--- src/rtl/iir_wb_fifo.sv ---
// iir_wb_fifo: write-back buffer behind the IIR filter.
// Each filtered sample and its address are queued in a small FIFO. The FIFO
// drains to result memory through a req/ack handshake. The filter's Finish
// is folded into a sticky done flag. That flag rises only once every accepted
// sample has been acknowledged by memory.
module iir_wb_fifo #(
    parameter int DW    = 16,
    parameter int AW    = 20,
    parameter int DEPTH = 8,
    parameter int PW    = 3
) (
    input  logic          clk,
    input  logic          rst,
    input  logic          in_wen,
    input  logic [DW-1:0] in_data,
    input  logic [AW-1:0] in_addr,
    input  logic          in_finish,
    output logic          full,
    output logic [PW:0]   level,
    output logic          mem_req,
    output logic [AW-1:0] mem_addr,
    output logic [DW-1:0] mem_data,
    input  logic          mem_ack,
    output logic [AW-1:0] wr_cnt,
    output logic          ovf,
    output logic          done
);

    localparam logic [1:0] S_IDLE = 2'd0;
    localparam logic [1:0] S_SEND = 2'd1;
    localparam logic [1:0] S_DONE = 2'd2;
    localparam logic [PW:0] DEPTH_L = (PW+1)'(DEPTH);

    logic [AW+DW-1:0] fifo_mem [DEPTH];
    logic [PW-1:0]    wr_ptr_r;
    logic [PW-1:0]    rd_ptr_r;
    logic [1:0]       state_r;
    logic             fin_seen_r;

    logic             pop_s;
    logic             push_try_s;
    logic             push_s;
    logic             drop_s;
    logic [PW-1:0]    rd_ptr_n_s;
    logic [PW:0]      level_n_s;
    logic [1:0]       state_n_s;
    logic             load_head_s;
    logic [AW+DW-1:0] head_n_s;

    // Handshake qualification, occupancy bookkeeping and next FSM state.
    always_comb begin
        pop_s      = mem_req & mem_ack;
        push_try_s = in_wen & (state_r != S_DONE);
        // A full FIFO still takes a sample when the head leaves on the same edge.
        push_s     = push_try_s & (~full | pop_s);
        drop_s     = push_try_s & full & ~pop_s;
        rd_ptr_n_s = rd_ptr_r + PW'(pop_s);
        level_n_s  = level + (PW+1)'(push_s) - (PW+1)'(pop_s);

        case (state_r)
            S_IDLE: begin
                if (level_n_s != {(PW+1){1'b0}}) begin
                    state_n_s = S_SEND;
                end else if (fin_seen_r) begin
                    state_n_s = S_DONE;
                end else begin
                    state_n_s = S_IDLE;
                end
            end
            S_SEND: begin
                if (pop_s && (level_n_s == {(PW+1){1'b0}})) begin
                    state_n_s = S_IDLE;
                end else begin
                    state_n_s = S_SEND;
                end
            end
            S_DONE:  state_n_s = S_DONE;
            default: state_n_s = S_IDLE;
        endcase

        // Reload the head when a request starts or the current one is accepted.
        // The head is held while a request waits for ack.
        load_head_s = (state_n_s == S_SEND) & (~mem_req | pop_s);
        // When no stored entry survives the pop, the entry being pushed becomes the head.
        if (level == (PW+1)'(pop_s)) begin
            head_n_s = {in_addr, in_data};
        end else begin
            head_n_s = fifo_mem[rd_ptr_n_s];
        end
    end

    // FIFO storage. The array is not reset; the pointers alone define valid content.
    always_ff @(posedge clk) begin
        if (push_s) begin
            fifo_mem[wr_ptr_r] <= {in_addr, in_data};
        end
    end

    // Pointers, occupancy, status flags, FSM and registered memory-side outputs.
    always_ff @(posedge clk or posedge rst) begin
        if (rst) begin
            wr_ptr_r   <= {PW{1'b0}};
            rd_ptr_r   <= {PW{1'b0}};
            level      <= {(PW+1){1'b0}};
            full       <= 1'b0;
            state_r    <= S_IDLE;
            fin_seen_r <= 1'b0;
            mem_req    <= 1'b0;
            mem_addr   <= {AW{1'b0}};
            mem_data   <= {DW{1'b0}};
            wr_cnt     <= {AW{1'b0}};
            ovf        <= 1'b0;
            done       <= 1'b0;
        end else begin
            if (push_s) begin
                wr_ptr_r <= wr_ptr_r + PW'(1'b1);
            end
            if (pop_s) begin
                wr_cnt <= wr_cnt + AW'(1'b1);
            end
            if (drop_s) begin
                ovf <= 1'b1;
            end
            if (in_finish) begin
                fin_seen_r <= 1'b1;
            end
            if (load_head_s) begin
                {mem_addr, mem_data} <= head_n_s;
            end
            rd_ptr_r <= rd_ptr_n_s;
            level    <= level_n_s;
            full     <= (level_n_s == DEPTH_L);
            state_r  <= state_n_s;
            mem_req  <= (state_n_s == S_SEND);
            done     <= (state_n_s == S_DONE);
        end
    end

endmodule

--- config.mk ---
export PLATFORM = sky130hd
export DESIGN_NAME = iir_wb_fifo
export DESIGN_NICKNAME = d
export VERILOG_FILES = /design/src/rtl/iir_wb_fifo.sv
export SDC_FILE = /design/constraint.sdc
export NUM_CORES = 1
export LEC_CHECK = 0
export CAP_MARGIN = 20
export CORE_MARGIN = 2
export CORE_UTILIZATION = 40
export CTS_CLUSTER_DIAMETER = 30
export DETAILED_ROUTE_END_ITERATION = 8
export GPL_ROUTABILITY_DRIVEN = 0
export SYNTH_ARGS = -nofsm -noshare
export SYNTH_HDL_FRONTEND = slang
export SYNTH_SLANG_ARGS = --single-unit
--- constraint.sdc ---
create_clock -name clk -period 3.78 [get_ports clk]
set_input_delay 0.756 -clock clk [delete_from_list [all_inputs] [get_ports clk]]
set_output_delay 0.756 -clock clk [all_outputs]
set_load 0.02 [all_outputs]
==> impl_metrics.py <==
metrics = {
    "yosys": {
        "synth_top_area_cell": "edfxtp_1",
        "postSynthNetCount": 908,
        "synth_async_sr_flop_share_pct": 20.22,
        "synthFlopType": "edfxtp_1",
        "syn_inst": 857,
        "synth_edf_count": 288,
        "synthDistinctLibCells": 46,
        "ys_ff_latch": 361,
        "synth-seq-area-share_pct": 72.58,
        "synthesis.area_sq_um": 14430,
        "avgSynthCellArea_sq_um": 16.84,
        "yosysWarnings": 0,
        "netlist.area_leader.share_pct": 59.92,
        "synth_area_leaders": "edfxtp_1, dfrtp_1, mux2i_1",
    },
    "flow_run": {
        "drv_cap": 0,
    },
    "cells_and_area": {
        "final_common_cell": "edfxtp_1",
        "layout-drive-gt1-share_pct": 17.32,
        "final_cell_mix": "edfxtp_1, mux2i_1, clkdlybuf4s50_1, clkbuf_16, dfrtp_1",
        "num-fill-cells": 2841,
        "area_growth_syn_to_layout_pct": 32.65,
        "finish.utilization_pct": 53.82,
        "fin_nets": 1085,
        "design_area_sq_um": 19140,
    },
    "placed_design": {
        "post-place-ws_ns": -0.1289,
        "io_buffer_count": 104,
        "placed_cell_area_sq_um": 16330,
        "dp_hpwl_mm": 16.73,
    },
    "global_route": {
        "grt_use_total_pct": 16.75,
        "gr-total-overflow": 0,
        "antenna_found_initial": 2,
        "grt_pass1_wl_mm": 48.67,
        "grt_max_degree": 56,
        "grt_pass1_vias": 8404,
    },
    "critical_path": {
        "crit_chain": "clkdlybuf4s50_1 -> o21ai_0 -> a21oi_1 -> inv_1 -> ha_1 -> inv_1 -> ha_1 -> inv_1 -> fa_1 -> inv_1 -> nor3_2 -> nand2_1 -> o221ai_4 -> buf_12 -> mux2i_1",
        "crit_path_end_kind": "flip-flop",
        "criticalPathCategory": "primary input to flip-flop",
        "r2r-start": "state_r[1]$_DFF_PP0_",
        "arrival_ns": 3.78,
        "startpoint_type": "primary input",
        "cp.required_ns": 4.25,
        "crit_fanout": 19,
        "ff2ff_path_depth": 15,
        "cp.buffers_inverters": 6,
        "r2r_slack_ns": 0.55,
        "crit_top_cell": "inv_1",
        "crit_slowest_cell": "clkdlybuf4s50_1",
        "critPathTopFamily": "buffers and inverters",
        "reg2reg_to": "mem_addr[11]$_DFFE_PP0P_",
        "slowest_delay_ns": 0.47,
    },
    "worst_hold_path": {
        "whs_path_depth": 1,
        "min-delay-start": "state_r[1]$_DFF_PP0_",
        "min_path_type": "flip-flop to flip-flop",
        "hold_end": "state_r[0]$_DFF_PP0_",
    },
    "clock_tree": {
        "cts_tree": "done",
        "h-tree-depth": 3,
        "clock_path_buffers": 3,
        "cts_hold_buf": 0,
        "cts_sinks": 361,
        "clockRootBuffer": "clkbuf_16",
        "clk_latency_ns": 0.55,
        "post_cts_buffers": 0,
        "clk_pin_slew_worst_paths_ns": 0.04,
        "cts_buffers": 77,
        "cts-resized-gates": 0,
    },
    "floorplanning": {
        "die_h_um": 194.0,
        "die_w_um": 194.0,
        "rows": 69,
        "start_util_pct": 40.58,
        "dieArea_sq_um": 37620,
        "ios": 105,
        "core_area_sq_um": 35570,
    },
    "detailed_routing": {
        "drt_iter0_drc": 532,
        "dr.pass1.iters": 4,
        "wire_per_inst_um": 20.17,
        "drc": 0,
        "viasPerCell": 5.100,
        "via_count": 7956,
        "final_antenna_net_count": 0,
        "routed_wl_mm": 31.46,
    },
    "pwr": {
        "power_density_nw_per_um2": 984.6,
        "ir_drop_v": 0.0007316,
        "p_leak_nw": 7.430,
    },
    "timing": {
        "finalSetupViolCount": 0,
        "relSlewSlack_pct": 33.90,
        "maxSlewViolCount": 0,
        "grt_setup_unrepaired": "false",
        "finalCriticalPeriod_ns": 3.309,
        "fmax_ghz": 0.3022,
        "min_period_over_period_pct": 87.53,
        "worst_pin_slew_ns": 0.9916,
        "clock_skew_ns": 0.01435,
        "worst_slack_ns": 0.4713,
        "hold_viol": 0,
    },
    "status": {
        "status": "completed",
    },
}
## how the worst max path moves through the flow
stage                       start                       end  cells past startpoint
after floorplan           mem_ack   mem_data[0]$_DFFE_PP0P_                     14
after global placement     in_wen   mem_addr[6]$_DFFE_PP0P_                     15
after detailed placement   in_wen  mem_addr[12]$_DFFE_PP0P_                     15
after CTS                  in_wen  mem_addr[11]$_DFFE_PP0P_                     15
after global routing       in_wen   mem_addr[1]$_DFFE_PP0P_                     15
final                      in_wen  mem_addr[11]$_DFFE_PP0P_                     15
## cell families after synthesis
family / count (synthesis) / synth area share (%)
adder cells (fa/ha/maj): 10 / 0.9190
flip-flops: 361 / 72.58
AND/OR/NAND/NOR: 72 / 2.471
AO/OA/AOI/OAI: 119 / 6.467
XOR/XNOR: 23 / 1.500
buffers and inverters: 93 / 3.528
multiplexers: 179 / 12.54
## state kept, by name, indices dropped and copies added (netlist names)
register	cells
level	4
fin_seen_r	1
done	1
mem_data	16
wr_cnt	20
mem_req	1
full	1
rd_ptr_r	3
mem_addr	20
ovf	1
wr_ptr_r	3
fifo_mem	288
state_r	2
## metrics by stage
step / setup TNS [ns] / std cells / hold slack [ns] / total power, mW
finish: 0 / 1560 / 0.4537 / 18.85
floorplan: 0 / 857 / 0.4216 / 9.702
global route: 0 / 1559 / 0.4771 / 19.81
detailed placement: -2.431 / 1416 / 0.4411 / 11.79
global placement: -1.036 / 1416 / 0.4308 / 11.72
CTS: 0 / 1558 / 0.4498 / 19.09
## synth_stat cells (2+ instances only)
cell type  number
clkbuf_4        3
ha_1            9
nor2_1         17
mux2i_1       177
buf_6           9
xnor2_1        14
xor2_1          7
buf_2          19
nor3_2          3
and2_1          2
o21ai_0         2
buf_12          3
inv_1          49
clkbuf_1        6
edfxtp_1      288
a21oi_1         4
nand2_1        28
dfrtp_1        73
nand3_1         4
a22oi_1        70
a221oi_1       35
and3_1          3
a31oi_1         2
nand4_1         3
nand2b_1        3
buf_4           2
nor3_1          3
## final cells by class
type                    instances  area [sq um]  share of cell area (%)
flip-flops and latches        361         10480                   54.72
multi-input cells             403          3562                   18.61
clock buffers                  95          2044                   10.68
repair buffers                140          1524                   7.960
clock inverters                47         763.2                   3.987
well taps                     461         576.8                   3.013
inverters                      51         193.9                   1.013
diodes                          2         5.005                 0.02614
## power breakdown
group          leakage (nW)  switching (mW)  internal, mW
Clock                  1.36            2.09          5.13
Sequential             3.48           0.346          5.04
Combinational          2.59            3.42          2.83
Total                  7.43            5.85          13.0
## worst register-to-register path, stage by stage, from the launching register on
cell and delay, ns:
dfrtp_1 0.38, inv_1 0.18, o21ai_0 0.17, a21oi_1 0.19
inv_1 0.08, ha_1 0.27, inv_1 0.06, ha_1 0.15
inv_1 0.05, fa_1 0.47, inv_1 0.06, nor3_2 0.20
nand2_1 0.11, o221ai_4 0.30, buf_12 0.25, mux2i_1 0.24
## metal layers
metal	global-route usage, %	routed length, um	share of wire [%]
met1	21.83	13690	43
met2	28.04	15550	49
met3	3.183	1591	5.1
met4	6.117	635	2.0
met5	0	0	0
Power figures use the tool's default switching activity.
